[src/rtl/cmov_words_param.sv]
// Constant-time conditional word move: both sources are always read and merged
// through a flag-derived mask, so the address and write traces never depend on the flag.
module cmov_words_param #(
  parameter int DATA_W = 64,
  parameter int ADDR_W = 9,
  parameter int CNT_W  = 9,
  parameter int RD_LAT = 1
) (
  input  logic              clk,
  input  logic              rst,
  input  logic              start,
  input  logic              flag,
  input  logic [ADDR_W-1:0] src0_base,
  input  logic [ADDR_W-1:0] src1_base,
  input  logic [ADDR_W-1:0] dst_base,
  input  logic [CNT_W-1:0]  word_count,
  output logic [ADDR_W-1:0] read_address,
  input  logic [DATA_W-1:0] read_data,
  output logic [ADDR_W-1:0] write_address,
  output logic [DATA_W-1:0] write_data,
  output logic              write_en,
  output logic              busy,
  output logic              done
);

  typedef enum logic [1:0] {
    S_IDLE  = 2'd0,
    S_RD    = 2'd1,
    S_DRAIN = 2'd2,
    S_DONE  = 2'd3
  } state_t;

  state_t                        state_q, state_d;
  logic [ADDR_W-1:0]             src0_q, src0_d, src1_q, src1_d, dst_q, dst_d;
  logic [CNT_W-1:0]              cnt_q, cnt_d;
  logic [DATA_W-1:0]             mask_q, mask_d;
  logic                          rd_act_q, rd_act_d, rd_sel_q, rd_sel_d;
  logic [CNT_W-1:0]              rd_idx_q, rd_idx_d;
  logic [ADDR_W-1:0]             rd_addr_q, rd_addr_d;
  logic [RD_LAT-1:0]             tag_v_q, tag_v_d, tag_s_q, tag_s_d;
  logic [RD_LAT-1:0][CNT_W-1:0]  tag_i_q, tag_i_d;
  logic [DATA_W-1:0]             d0_q, d0_d, wr_data_q, wr_data_d;
  logic [ADDR_W-1:0]             wr_addr_q, wr_addr_d;
  logic                          wr_en_q, wr_en_d, busy_q, busy_d, done_q, done_d;

  // Next-state logic: read sequencing, tag pipeline, capture/merge and FSM
  always_comb begin
    state_d   = state_q;
    src0_d    = src0_q;
    src1_d    = src1_q;
    dst_d     = dst_q;
    cnt_d     = cnt_q;
    mask_d    = mask_q;
    rd_act_d  = rd_act_q;
    rd_sel_d  = rd_sel_q;
    rd_idx_d  = rd_idx_q;
    rd_addr_d = rd_addr_q;
    d0_d      = d0_q;
    wr_data_d = wr_data_q;
    wr_addr_d = wr_addr_q;
    wr_en_d   = 1'b0;
    busy_d    = busy_q;
    done_d    = 1'b0;

    // Stage 0 records the read presented this cycle; the last stage lines up with read_data.
    tag_v_d    = tag_v_q;
    tag_s_d    = tag_s_q;
    tag_i_d    = tag_i_q;
    tag_v_d[0] = rd_act_q;
    tag_s_d[0] = rd_sel_q;
    tag_i_d[0] = rd_idx_q;
    for (int j = 1; j < RD_LAT; j++) begin
      tag_v_d[j] = tag_v_q[j-1];
      tag_s_d[j] = tag_s_q[j-1];
      tag_i_d[j] = tag_i_q[j-1];
    end

    if (tag_v_q[RD_LAT-1]) begin
      if (!tag_s_q[RD_LAT-1]) begin
        d0_d = read_data;
      end else begin
        wr_data_d = (d0_q & ~mask_q) | (read_data & mask_q);
        wr_addr_d = dst_q + ADDR_W'(tag_i_q[RD_LAT-1]);
        wr_en_d   = 1'b1;
      end
    end else begin
      d0_d = d0_q;
    end

    case (state_q)
      S_IDLE: begin
        if (start) begin
          src0_d = src0_base;
          src1_d = src1_base;
          dst_d  = dst_base;
          cnt_d  = word_count;
          mask_d = {DATA_W{flag}};
          if (word_count == '0) begin
            state_d = S_DONE;
            done_d  = 1'b1;
          end else begin
            state_d   = S_RD;
            busy_d    = 1'b1;
            rd_act_d  = 1'b1;
            rd_sel_d  = 1'b0;
            rd_idx_d  = '0;
            rd_addr_d = src0_base;
          end
        end else begin
          state_d = S_IDLE;
        end
      end
      S_RD: begin
        if (!rd_sel_q) begin
          rd_sel_d  = 1'b1;
          rd_addr_d = src1_q + ADDR_W'(rd_idx_q);
        end else if (rd_idx_q == cnt_q - CNT_W'(1)) begin
          rd_act_d  = 1'b0;
          rd_sel_d  = 1'b0;
          rd_addr_d = '0;
          state_d   = S_DRAIN;
        end else begin
          rd_sel_d  = 1'b0;
          rd_idx_d  = rd_idx_q + CNT_W'(1);
          rd_addr_d = src0_q + ADDR_W'(rd_idx_q + CNT_W'(1));
        end
      end
      S_DRAIN: begin
        // The pipeline empties exactly in the cycle the final write is on the bus.
        if (tag_v_q == '0) begin
          state_d = S_DONE;
          busy_d  = 1'b0;
          done_d  = 1'b1;
        end else begin
          state_d = S_DRAIN;
        end
      end
      S_DONE: begin
        state_d = S_IDLE;
      end
      default: begin
        state_d = S_IDLE;
      end
    endcase
  end

  // State and output registers with asynchronous active-low reset
  always_ff @(posedge clk or negedge rst) begin
    if (!rst) begin
      state_q   <= S_IDLE;
      src0_q    <= '0;
      src1_q    <= '0;
      dst_q     <= '0;
      cnt_q     <= '0;
      mask_q    <= '0;
      rd_act_q  <= 1'b0;
      rd_sel_q  <= 1'b0;
      rd_idx_q  <= '0;
      rd_addr_q <= '0;
      tag_v_q   <= '0;
      tag_s_q   <= '0;
      tag_i_q   <= '0;
      d0_q      <= '0;
      wr_data_q <= '0;
      wr_addr_q <= '0;
      wr_en_q   <= 1'b0;
      busy_q    <= 1'b0;
      done_q    <= 1'b0;
    end else begin
      state_q   <= state_d;
      src0_q    <= src0_d;
      src1_q    <= src1_d;
      dst_q     <= dst_d;
      cnt_q     <= cnt_d;
      mask_q    <= mask_d;
      rd_act_q  <= rd_act_d;
      rd_sel_q  <= rd_sel_d;
      rd_idx_q  <= rd_idx_d;
      rd_addr_q <= rd_addr_d;
      tag_v_q   <= tag_v_d;
      tag_s_q   <= tag_s_d;
      tag_i_q   <= tag_i_d;
      d0_q      <= d0_d;
      wr_data_q <= wr_data_d;
      wr_addr_q <= wr_addr_d;
      wr_en_q   <= wr_en_d;
      busy_q    <= busy_d;
      done_q    <= done_d;
    end
  end

  assign read_address  = rd_addr_q;
  assign write_address = wr_addr_q;
  assign write_data    = wr_data_q;
  assign write_en      = wr_en_q;
  assign busy          = busy_q;
  assign done          = done_q;

endmodule

[config.mk]
export PLATFORM = sky130hd
export DESIGN_NAME = cmov_words_param
export DESIGN_NICKNAME = d
export VERILOG_FILES = /design/src/rtl/cmov_words_param.sv
export SDC_FILE = /design/constraint.sdc
export NUM_CORES = 1
export LEC_CHECK = 0
export ABC_AREA = 1
export CORE_ASPECT_RATIO = 1.25
export CORE_MARGIN = 1.5
export CORE_UTILIZATION = 49
export CTS_BUF_LIST = sky130_fd_sc_hd__clkbuf_2 sky130_fd_sc_hd__clkbuf_4 sky130_fd_sc_hd__clkbuf_8
export DETAILED_ROUTE_END_ITERATION = 12
export HOLD_SLACK_MARGIN = 0.03
export PLACE_DENSITY = 0.79
export SLEW_MARGIN = 20
export SYNTH_ARGS = -nofsm -noshare
export SYNTH_HDL_FRONTEND = slang
export SYNTH_SLANG_ARGS = --single-unit
[constraint.sdc]
create_clock -name clk -period 2.3 [get_ports clk]
set_clock_uncertainty 0.1 [all_clocks]
set_input_delay 0.345 -clock clk [delete_from_list [all_inputs] [get_ports clk]]
set_output_delay 0.345 -clock clk [all_outputs]
set_load 0.03 [all_outputs]
==> results_dict.tcl, run 1 <==
set metrics [dict create \
    status "finished, violations left" \
    violations "negative setup slack" \
    fin_tns_setup_ns -0.355 \
    die-area_um2 21600 \
    vias_per_cell 5.11 \
    fp.coreArea_um2 20200 \
    grt_use_total_pct 23.3 \
    synth_area_leaders "dfrtp_1, nand2_1, nor2_1" \
    start_util_pct 50.1 \
    yosys-top-cells-count "nand2_1, dfrtp_1, nor2_1, inv_1, a21oi_1" \
    cpMostUsedCell "nand2_1" \
    cts_sinks 210 \
    ys_ff_latch 210 \
    die_w_um 132 \
    clock_latency_ns 0.53 \
    power_mw 17.7 \
    final_area_um2 13600 \
    io_pins 189 \
    synth_warnings 0 \
    yosysMostFrequentCell "nand2_1" \
    grt_pass1_wl_um 41000 \
    p_leak_nw 6.54 \
    drv_cap 0 \
    critPathLaunchType "flip-flop" \
    cpMaxStageDelayCell "dfrtp_1" \
    power_density_nw_per_um2 1300 \
    rows 58 \
    yosys.area.top_type "dfrtp_1" \
    setup_viol 4 \
    utilization_pct 67.1 \
    crit_arrival_ns 2.81 \
    max-vdd-ir-drop_mv 0.809 \
    gp_congestion 0.859 \
    hold_viol_final 0 \
    synthArstFlopShare_pct 100 \
    yosysUniqueCellTypes 37 \
    post_dp_cell_area_um2 12600 \
    slew_headroom_pct 64.3 \
    cts_buffers 35 \
    slew_viol_final 0 \
    dr.pass1.iters 5 \
    ys_seq_area_share_pct 51.8 \
    r2r_slack_ns -0.19 \
    synth_ff_type "dfrtp_1" \
    post-place-cells 1675 \
    h-tree-depth 2 \
    antenna_found_initial 1 \
    post-route-drc-count 0 \
    n_fill_cell 1551 \
    max_stage_delay_ns 0.40 \
    diodes 0 \
    cp_max_fo 4 \
    worst_setup_path_end_kind "flip-flop" \
    clock.fmax_mhz 402 \
    grt_max_degree 73 \
    worst_pin_slew_ns 0.529 \
    setup.worst_path.start "rd_idx_q[1]" \
    regArea_um2 5260 \
    finalCriticalPeriod_ns 2.49 \
    cts_buffer_depth 3 \
    multi_input_area_um2 4290 \
    rr_startpoint "rd_idx_q[1]" \
    syn-num-nets 1357 \
    synth_area_um2 10200 \
    grt_overflow 0 \
    drive_gt1_share_pct 13.1 \
    path_class "flip-flop to flip-flop" \
    cts_tree "done" \
    cp_top_family "simple AND/OR/NAND/NOR gates" \
    grt_pass1_vias 8683 \
    required_ns 2.62 \
    layout.cells.non_filler 1744 \
    grt_setup_unrepaired "yes" \
    crit_chain "ha_1 > nand2_1 > nor2_2 > nand3_1 > xor2_1 > inv_1 > ha_4 > nand2_2 > inv_2 > a21oi_2 > nand2_1 > nand2_1 > nand2_1 > nand2_1 > nand2_1 > nand3_1 > nand3_1 > nand2_1 > nand2_1" \
    area_growth_pct 33.9 \
    wl_per_cell_um 14.6 \
    netlist_instances 1221 \
    drt_iter0_drc 521 \
    worst_slack_ns -0.188 \
    ant_nets 0 \
    finalCritPeriodShare_pct 108 \
    cts_root_buffer "clkbuf_8" \
    fin_nets 1590 \
    holdCritPathClass "input pin to asynchronous set/reset pin" \
    dp_slack_ns -0.202 \
    drt_wl_total_um 25400 \
    syn_avg_cell_area_um2 8.31 \
    die_height_um 164 \
    portBuffers 188 \
    netlist.area_leader.share_pct 51.8 \
    clk_pin_slew_worst_paths_ns 0.07 \
    vias 8909 \
    synth_edf_count 0 \
    path_buf_inv 2 \
    timing.hold.ws_ns 0.276 \
    hpwl_um 17900 \
]
## cell families after synthesis
logic type / after synthesis / synth area share (%)
buffers and inverters: 207 / 7.80
and+or+nand+nor: 481 / 19.3
AOI/OAI and AO/OA: 254 / 13.3
adders and majority gates: 32 / 4.17
DFF: 210 / 51.8
muxes: 18 / 2.00
xor gates and xnor gates: 19 / 1.64
## area by class of cell
type | count | area share (%)
multi-input combinational | 804 | 31.5
clock buffer | 49 | 4.50
timing repair buffer | 249 | 17.8
inverter | 154 | 4.25
tap | 270 | 2.49
sequential | 210 | 38.7
clock inverter | 8 | 0.727
## power by group
part	leakage (nW)	total [mW]	switching (mW)	internal (mW)
Clock	0.371	3.39	1.45	1.94
Combinational	3.68	8.20	4.88	3.32
Sequential	2.49	6.09	0.963	5.13
Total	6.54	17.7	7.29	10.4
## worst paths after layout
| path | to | cells past startpoint |
|---|---|---|
| hold reg to reg | tag_v_q | 0 |
| hold / removal | write_data[48] | 2 |
| setup reg to reg | read_address[8] | 19 |
| min in group clk | tag_v_q | 0 |
| max in group asynchronous | write_data[51] | 3 |
| setup / recovery | read_address[8] | 19 |
## registers in the layout, summed over array words and instances (netlist names)
register / cells
mask_q: 1
src1_q: 9
done: 1
d0_q: 64
read_address: 9
write_en: 1
rd_act_q: 1
write_address: 9
tag_v_q: 1
tag_i_q: 9
src0_q: 9
write_data: 64
dst_q: 9
rd_sel_q: 1
busy: 1
cnt_q: 9
state_q: 2
tag_s_q: 1
rd_idx_q: 9
## timing repair
| action | CTS | global route |
|---|---|---|
| endpoints found under the hold margin | 54 | 0 |
| gates resized for setup | 10 | 21 |
| hold buffers | 1 | 0 |
| pin swaps | 7 | 7 |
| gates cloned | 0 | 0 |
| endpoints found under the setup margin | 4 | 15 |
| setup buffers | 6 | 5 |
## cell usage in the layout, fill, tap and decap left out, types with 13 or more instances in the layout
master           Yosys  layout
clkbuf_8             0      40
mux2_2              18      18
nand3_1             41      39
inv_1              151     146
a21oi_1            114     109
clkdlybuf4s50_1      0     187
xor2_1              15      13
o21ai_0             97      96
buf_4                0      54
dfrtp_1            210     209
ha_1                29      24
nand2_1            250     241
o211ai_1            24      24
nor2_1             154     151
## routing by layer
metal | vias to the layer above | GRT usage (%) | routed length (um)
li1 | 4377 | - | -
met1 | 4217 | 29.3 | 10600
met2 | 259 | 40.0 | 12600
met3 | 54 | 4.29 | 1440
met4 | 2 | 9.14 | 765
met5 | - | 0 | 9
No activity file was read; power rests on OpenSTA's default activity.
==> run 2: changes to the inputs <==
--- a/config.mk
+++ b/config.mk
@@ -7,12 +7,12 @@
 export LEC_CHECK = 0
 export ABC_AREA = 1
 export CORE_ASPECT_RATIO = 1.25
-export CORE_MARGIN = 1.5
-export CORE_UTILIZATION = 49
+export CORE_MARGIN = 10
+export CORE_UTILIZATION = 55
 export CTS_BUF_LIST = sky130_fd_sc_hd__clkbuf_2 sky130_fd_sc_hd__clkbuf_4 sky130_fd_sc_hd__clkbuf_8
 export DETAILED_ROUTE_END_ITERATION = 12
 export HOLD_SLACK_MARGIN = 0.03
-export PLACE_DENSITY = 0.79
+export PLACE_DENSITY = 0.83
 export SLEW_MARGIN = 20
 export SYNTH_ARGS = -nofsm -noshare
 export SYNTH_HDL_FRONTEND = slang
==> constraint.sdc (replaced) <==
create_clock -name clk -period 2.9 [get_ports clk]
set_clock_uncertainty 0.1 [all_clocks]
set_input_delay 0.435 -clock clk [delete_from_list [all_inputs] [get_ports clk]]
set_output_delay 0.435 -clock clk [all_outputs]
set_load 0.03 [all_outputs]
==> results_dict.tcl, run 2 (synthesis results as in run 1) <==
set metrics [dict create \
    grt_use_met1_pct 25.3 \
    layout_common_cells "nand2_1, dfrtp_1, clkdlybuf4s50_1" \
    cp_top_family "simple AND/OR/NAND/NOR gates" \
    grt_pass1_wl_um 42900 \
    comb_power_share_pct 45.3 \
    worst_setup_path_end_kind "flip-flop" \
    drt_iter0_drc 541 \
    path_class "flip-flop to flip-flop" \
    fin_tns_setup_ns 0 \
    max-vdd-ir-drop_mv 0.695 \
    area_growth_pct 28.9 \
    hpwl_um 19000 \
    grt_pass1_vias 8652 \
    antenna_found_initial 1 \
    switchingPower_mw 5.76 \
    slew_headroom_pct 45.7 \
    rr_startpoint "rd_idx_q[1]" \
    hp-start "rd_act_q" \
    wl_per_cell_um 16.0 \
    clockPowerShare_pct 19.3 \
    finalCritPeriodShare_pct 91.7 \
    p_leak_nw 6.32 \
    regArea_um2 5260 \
    fin_nets 1547 \
    path_buf_inv 3 \
    multi_input_area_um2 4140 \
    clock_latency_ns 0.52 \
    drt_wl_total_um 26600 \
    cts_sinks 210 \
    die-area_um2 24300 \
    clk_pin_slew_worst_paths_ns 0.06 \
    status "finished clean" \
    utilization_pct 72.3 \
    drive_gt1_share_pct 8.52 \
    cpMostUsedCell "nand2_1" \
    max_stage_delay_ns 0.38 \
    setup_viol 0 \
    power_mw 13.8 \
    worst_slack_ns 0.241 \
    busiest_layer "met2" \
    use_met2_pct 37.3 \
    cts_buffer_depth 3 \
    crit_chain "buf_4 > ha_1 > nand2_1 > nor2_1 > buf_4 > xor2_1 > inv_1 > ha_1 > a21oi_1 > o21a_1 > nand2_1 > nand2_1 > nand2_1 > nand3_1 > nand3_1 > nand2_1 > nand2_1" \
    pwr-share-seq_pct 35.5 \
    switching_share_pct 41.8 \
    slew_viol_final 0 \
    vias_per_cell 5.27 \
    cts_buffers 35 \
    holdCritPathClass "flip-flop to flip-flop" \
    cts_tree "done" \
    cts_root_buffer "clkbuf_8" \
    cpMaxStageDelayCell "dfrtp_1" \
    die_w_um 142 \
    cp_max_fo 6 \
    worst_pin_slew_ns 0.815 \
    final_common_cell "nand2_1" \
    critPathLaunchType "flip-flop" \
    rows 55 \
    timing.hold.ws_ns 0.274 \
    gp_congestion 0.898 \
    post_dp_cell_area_um2 12300 \
    dp_slack_ns 0.0699 \
    final_area_um2 13100 \
    crit_arrival_ns 2.96 \
    start_util_pct 56.1 \
    ant_nets 0 \
    fp.coreArea_um2 18100 \
    n_fill_cell 1375 \
    dr.pass1.iters 5 \
    post-route-drc-count 0 \
    required_ns 3.20 \
    die_height_um 172 \
    h-tree-depth 2 \
    clock.fmax_mhz 376 \
    portBuffers 188 \
    grt_overflow 0 \
    r2r_slack_ns 0.24 \
    io_pins 189 \
    p_int_mw 8.03 \
    drv_cap 0 \
    grt_use_total_pct 21.4 \
    post-place-cells 1600 \
    finalCriticalPeriod_ns 2.66 \
    vias 8758 \
    power_density_nw_per_um2 1050 \
    layout.cells.non_filler 1662 \
    setup.worst_path.start "rd_idx_q[1]" \
    hold_viol_final 0 \
    grt_max_degree 90 \
    grt_use_met3_pct 5.21 \
]
-- run 2: cell types whose count changed in the layout (fill, tap and decap cells not counted), sizes merged --
cell | before | now
buf | 60 | 17
clkinv | 3 | 5
diode | 0 | 2
bufinv | 2 | 1
clkbuf | 50 | 51
clkinvlp | 2 | 1
-- run 2: worst register-to-register path: cells and delay by family (launching register included) --
family / cells / cell delay [ns]
simple gates: 9 / 0.62
fa+ha+maj: 2 / 0.53
flops: 1 / 0.38
buf+inv: 3 / 0.38
compound gates: 2 / 0.37
xor+xnor: 1 / 0.16
-- run 2: worst paths after layout --
path | end | cells past startpoint
min | tag_v_q | 0
max in group asynchronous | state_q[1] | 3
min reg2reg | tag_v_q | 0
max | read_address[7] | 17
min in group asynchronous | write_data[56] | 2
max reg2reg | read_address[7] | 17
-- run 2: power by group through the flow --
stage / clock network [mW] / logic (mW) / registers (mW)
finish: 2.65 / 6.24 / 4.89
global route: 2.85 / 6.91 / 5.01
CTS: 2.73 / 6.29 / 4.88
detailed placement: 0 / 6.25 / 4.91
global placement: 0 / 6.09 / 4.88
floorplan: 0 / 2.99 / 5.76
-- run 2: final cells by class --
type                            instances  share of cell area (%)
Clock buffer                           50                    4.88
Sequential cell                       210                    40.2
Timing Repair Buffer                  206                    16.1
Antenna cell                            2                  0.0383
Inverter                              154                    4.42
Multi-Input combinational cell        804                    31.6
Clock inverter                          8                   0.545
Tap cell                              228                    2.18
-- run 2: routing by layer --
layer,vias to the layer above,share of wire [%]
met5,-,0
met4,0,2.6
met3,52,7.3
met2,269,50
met1,4142,40
li1,4295,-
-- run 2: repair_timing --
item / 4_1_cts / 5_1_grt
resized for setup: 0 / 4
endpoints found under the hold margin: 48 / 0
endpoints found under the setup margin: 0 / 2
buffers inserted: 0 / 1
hold buffers: 1 / 0
==> run 3: changes to the inputs <==
--- a/config.mk
+++ b/config.mk
@@ -13,6 +13,7 @@
 export DETAILED_ROUTE_END_ITERATION = 12
 export HOLD_SLACK_MARGIN = 0.03
 export PLACE_DENSITY = 0.83
+export REMOVE_ABC_BUFFERS = 1
 export SLEW_MARGIN = 20
 export SYNTH_ARGS = -nofsm -noshare
 export SYNTH_HDL_FRONTEND = slang
==> results_dict.tcl, run 3 (synthesis results as in run 1) <==
set metrics [dict create \
    power_density_nw_per_um2 1050 \
    portBuffers 188 \
    max_stage_delay_ns 0.38 \
    drt_iter0_drc 584 \
    dr.pass1.iters 5 \
    grt_use_total_pct 21.9 \
    worst_setup_path_end_kind "flip-flop" \
    start_util_pct 56.1 \
    utilization_pct 72.2 \
    drive_gt1_share_pct 8.64 \
    slew_headroom_pct 64.4 \
    wl_per_cell_um 16.1 \
    layout_common_cells "nand2_1, dfrtp_1, clkdlybuf4s50_1" \
    cts_sinks 210 \
    gp_congestion 0.855 \
    worst_pin_slew_ns 0.534 \
    finalCriticalPeriod_ns 2.59 \
    io_pins 189 \
    crit_arrival_ns 2.89 \
    drv_cap 0 \
    max-vdd-ir-drop_mv 0.669 \
    status "finished clean" \
    hold_viol_final 0 \
    area_growth_pct 28.6 \
    cpMaxStageDelayCell "dfrtp_1" \
    vias_per_cell 5.24 \
    cp_top_family "adder cells" \
    clock.fmax_mhz 386 \
    p_leak_nw 6.32 \
    holdCritPathClass "flip-flop to flip-flop" \
    grt_max_degree 89 \
    ant_nets 0 \
    timing.hold.ws_ns 0.316 \
    path_buf_inv 3 \
    rows 55 \
    cts_tree "done" \
    post-route-drc-count 0 \
    drt_wl_total_um 26700 \
    crit_chain "buf_4 > ha_1 > nand2_1 > nor2_1 > buf_4 > xor2_1 > inv_1 > ha_1 > a21oi_1 > o21a_1 > nand2_1 > nand2_1 > nand2_1 > nand3_1 > nand3_1 > nand2_1 > nand2_1" \
    r2r_slack_ns 0.31 \
    cts_buffers 35 \
    cts_buffer_depth 3 \
    post-place-cells 1606 \
    vias 8732 \
    die_w_um 142 \
    h-tree-depth 2 \
    fin_nets 1552 \
    die-area_um2 24300 \
    grt_pass1_vias 8853 \
    dp_slack_ns 0.221 \
    clock_latency_ns 0.51 \
    fp.coreArea_um2 18100 \
    grt_overflow 0 \
    cts_setup_buffers 0 \
    setup_viol 0 \
    grt_pass1_wl_um 44000 \
    n_fill_cell 1365 \
    fin_tns_setup_ns 0 \
    critPathLaunchType "flip-flop" \
    cpMostUsedCell "nand2_1" \
    cts_root_buffer "clkbuf_8" \
    clk_pin_slew_worst_paths_ns 0.06 \
    layout.cells.non_filler 1665 \
    path_class "flip-flop to flip-flop" \
    final_common_cell "nand2_1" \
    finalCritPeriodShare_pct 89.3 \
    cp_max_fo 6 \
    required_ns 3.20 \
    hpwl_um 19000 \
    worst_slack_ns 0.311 \
    slew_viol_final 0 \
    die_height_um 172 \
    antenna_found_initial 1 \
]
-- run 3: stage by stage --
step / power (mW) / cell area, um2
finish: 13.8 / 13100
floorplan: 8.67 / 9940
global route: 14.8 / 13100
CTS: 13.9 / 13100
detailed placement: 11.2 / 12300
global placement: 11.0 / 12300
-- run 3: cell type report --
cell class	count	area, um2	area share, %
Antenna cell	1	2.50	0.0192
Clock buffer	55	682	5.22
Clock inverter	2	10.0	0.0767
Inverter	154	578	4.43
Multi-Input combinational cell	804	4120	31.5
Sequential cell	210	5260	40.3
Tap cell	228	285	2.18
Timing Repair Buffer	211	2120	16.3
-- run 3: per-layer routing --
| layer | routed length (um) | GRT usage, % | vias to the layer above |
|---|---|---|---|
| met3 | 1810 | 5.05 | 58 |
| met1 | 10900 | 26.7 | 4141 |
| met2 | 13200 | 37.2 | 234 |
| li1 | - | - | 4299 |
| met4 | 819 | 8.10 | 0 |
| met5 | 0 | 0 | - |
-- run 3: power by group --
part	total, mW	switching [mW]	internal (mW)
Combinational	6.34	3.88	2.46
Clock	2.61	1.13	1.48
Sequential	4.81	0.736	4.07
-- run 3: repair_timing --
| item | 4_1_cts | 5_1_grt |
|---|---|---|
| endpoints found under the setup margin | 0 | 1 |
| endpoints found under the hold margin | 47 | 0 |
| resized for setup | 0 | 1 |
| hold buffers | 1 | 0 |
-- run 3: worst reg2reg max path, cell delays in order (launching register included) --
cell	delay [ns]
dfrtp_1	0.38
buf_4	0.15
ha_1	0.22
nand2_1	0.07
nor2_1	0.05
buf_4	0.14
xor2_1	0.15
inv_1	0.09
ha_1	0.34
a21oi_1	0.22
o21a_1	0.15
nand2_1	0.06
nand2_1	0.05
nand2_1	0.05
nand3_1	0.07
nand3_1	0.07
nand2_1	0.06
nand2_1	0.05
-- run 3: worst paths after layout --
check                            startpoint               to  cells after the start
worst min-delay path               rd_act_q          tag_v_q                      0
worst max register to register  rd_idx_q[0]  read_address[7]                     17
max in group asynchronous               rst    write_data[4]                      3
worst max-delay path            rd_idx_q[0]  read_address[7]                     17
worst min register to register     rd_act_q          tag_v_q                      0
min in group asynchronous               rst   write_data[11]                      2
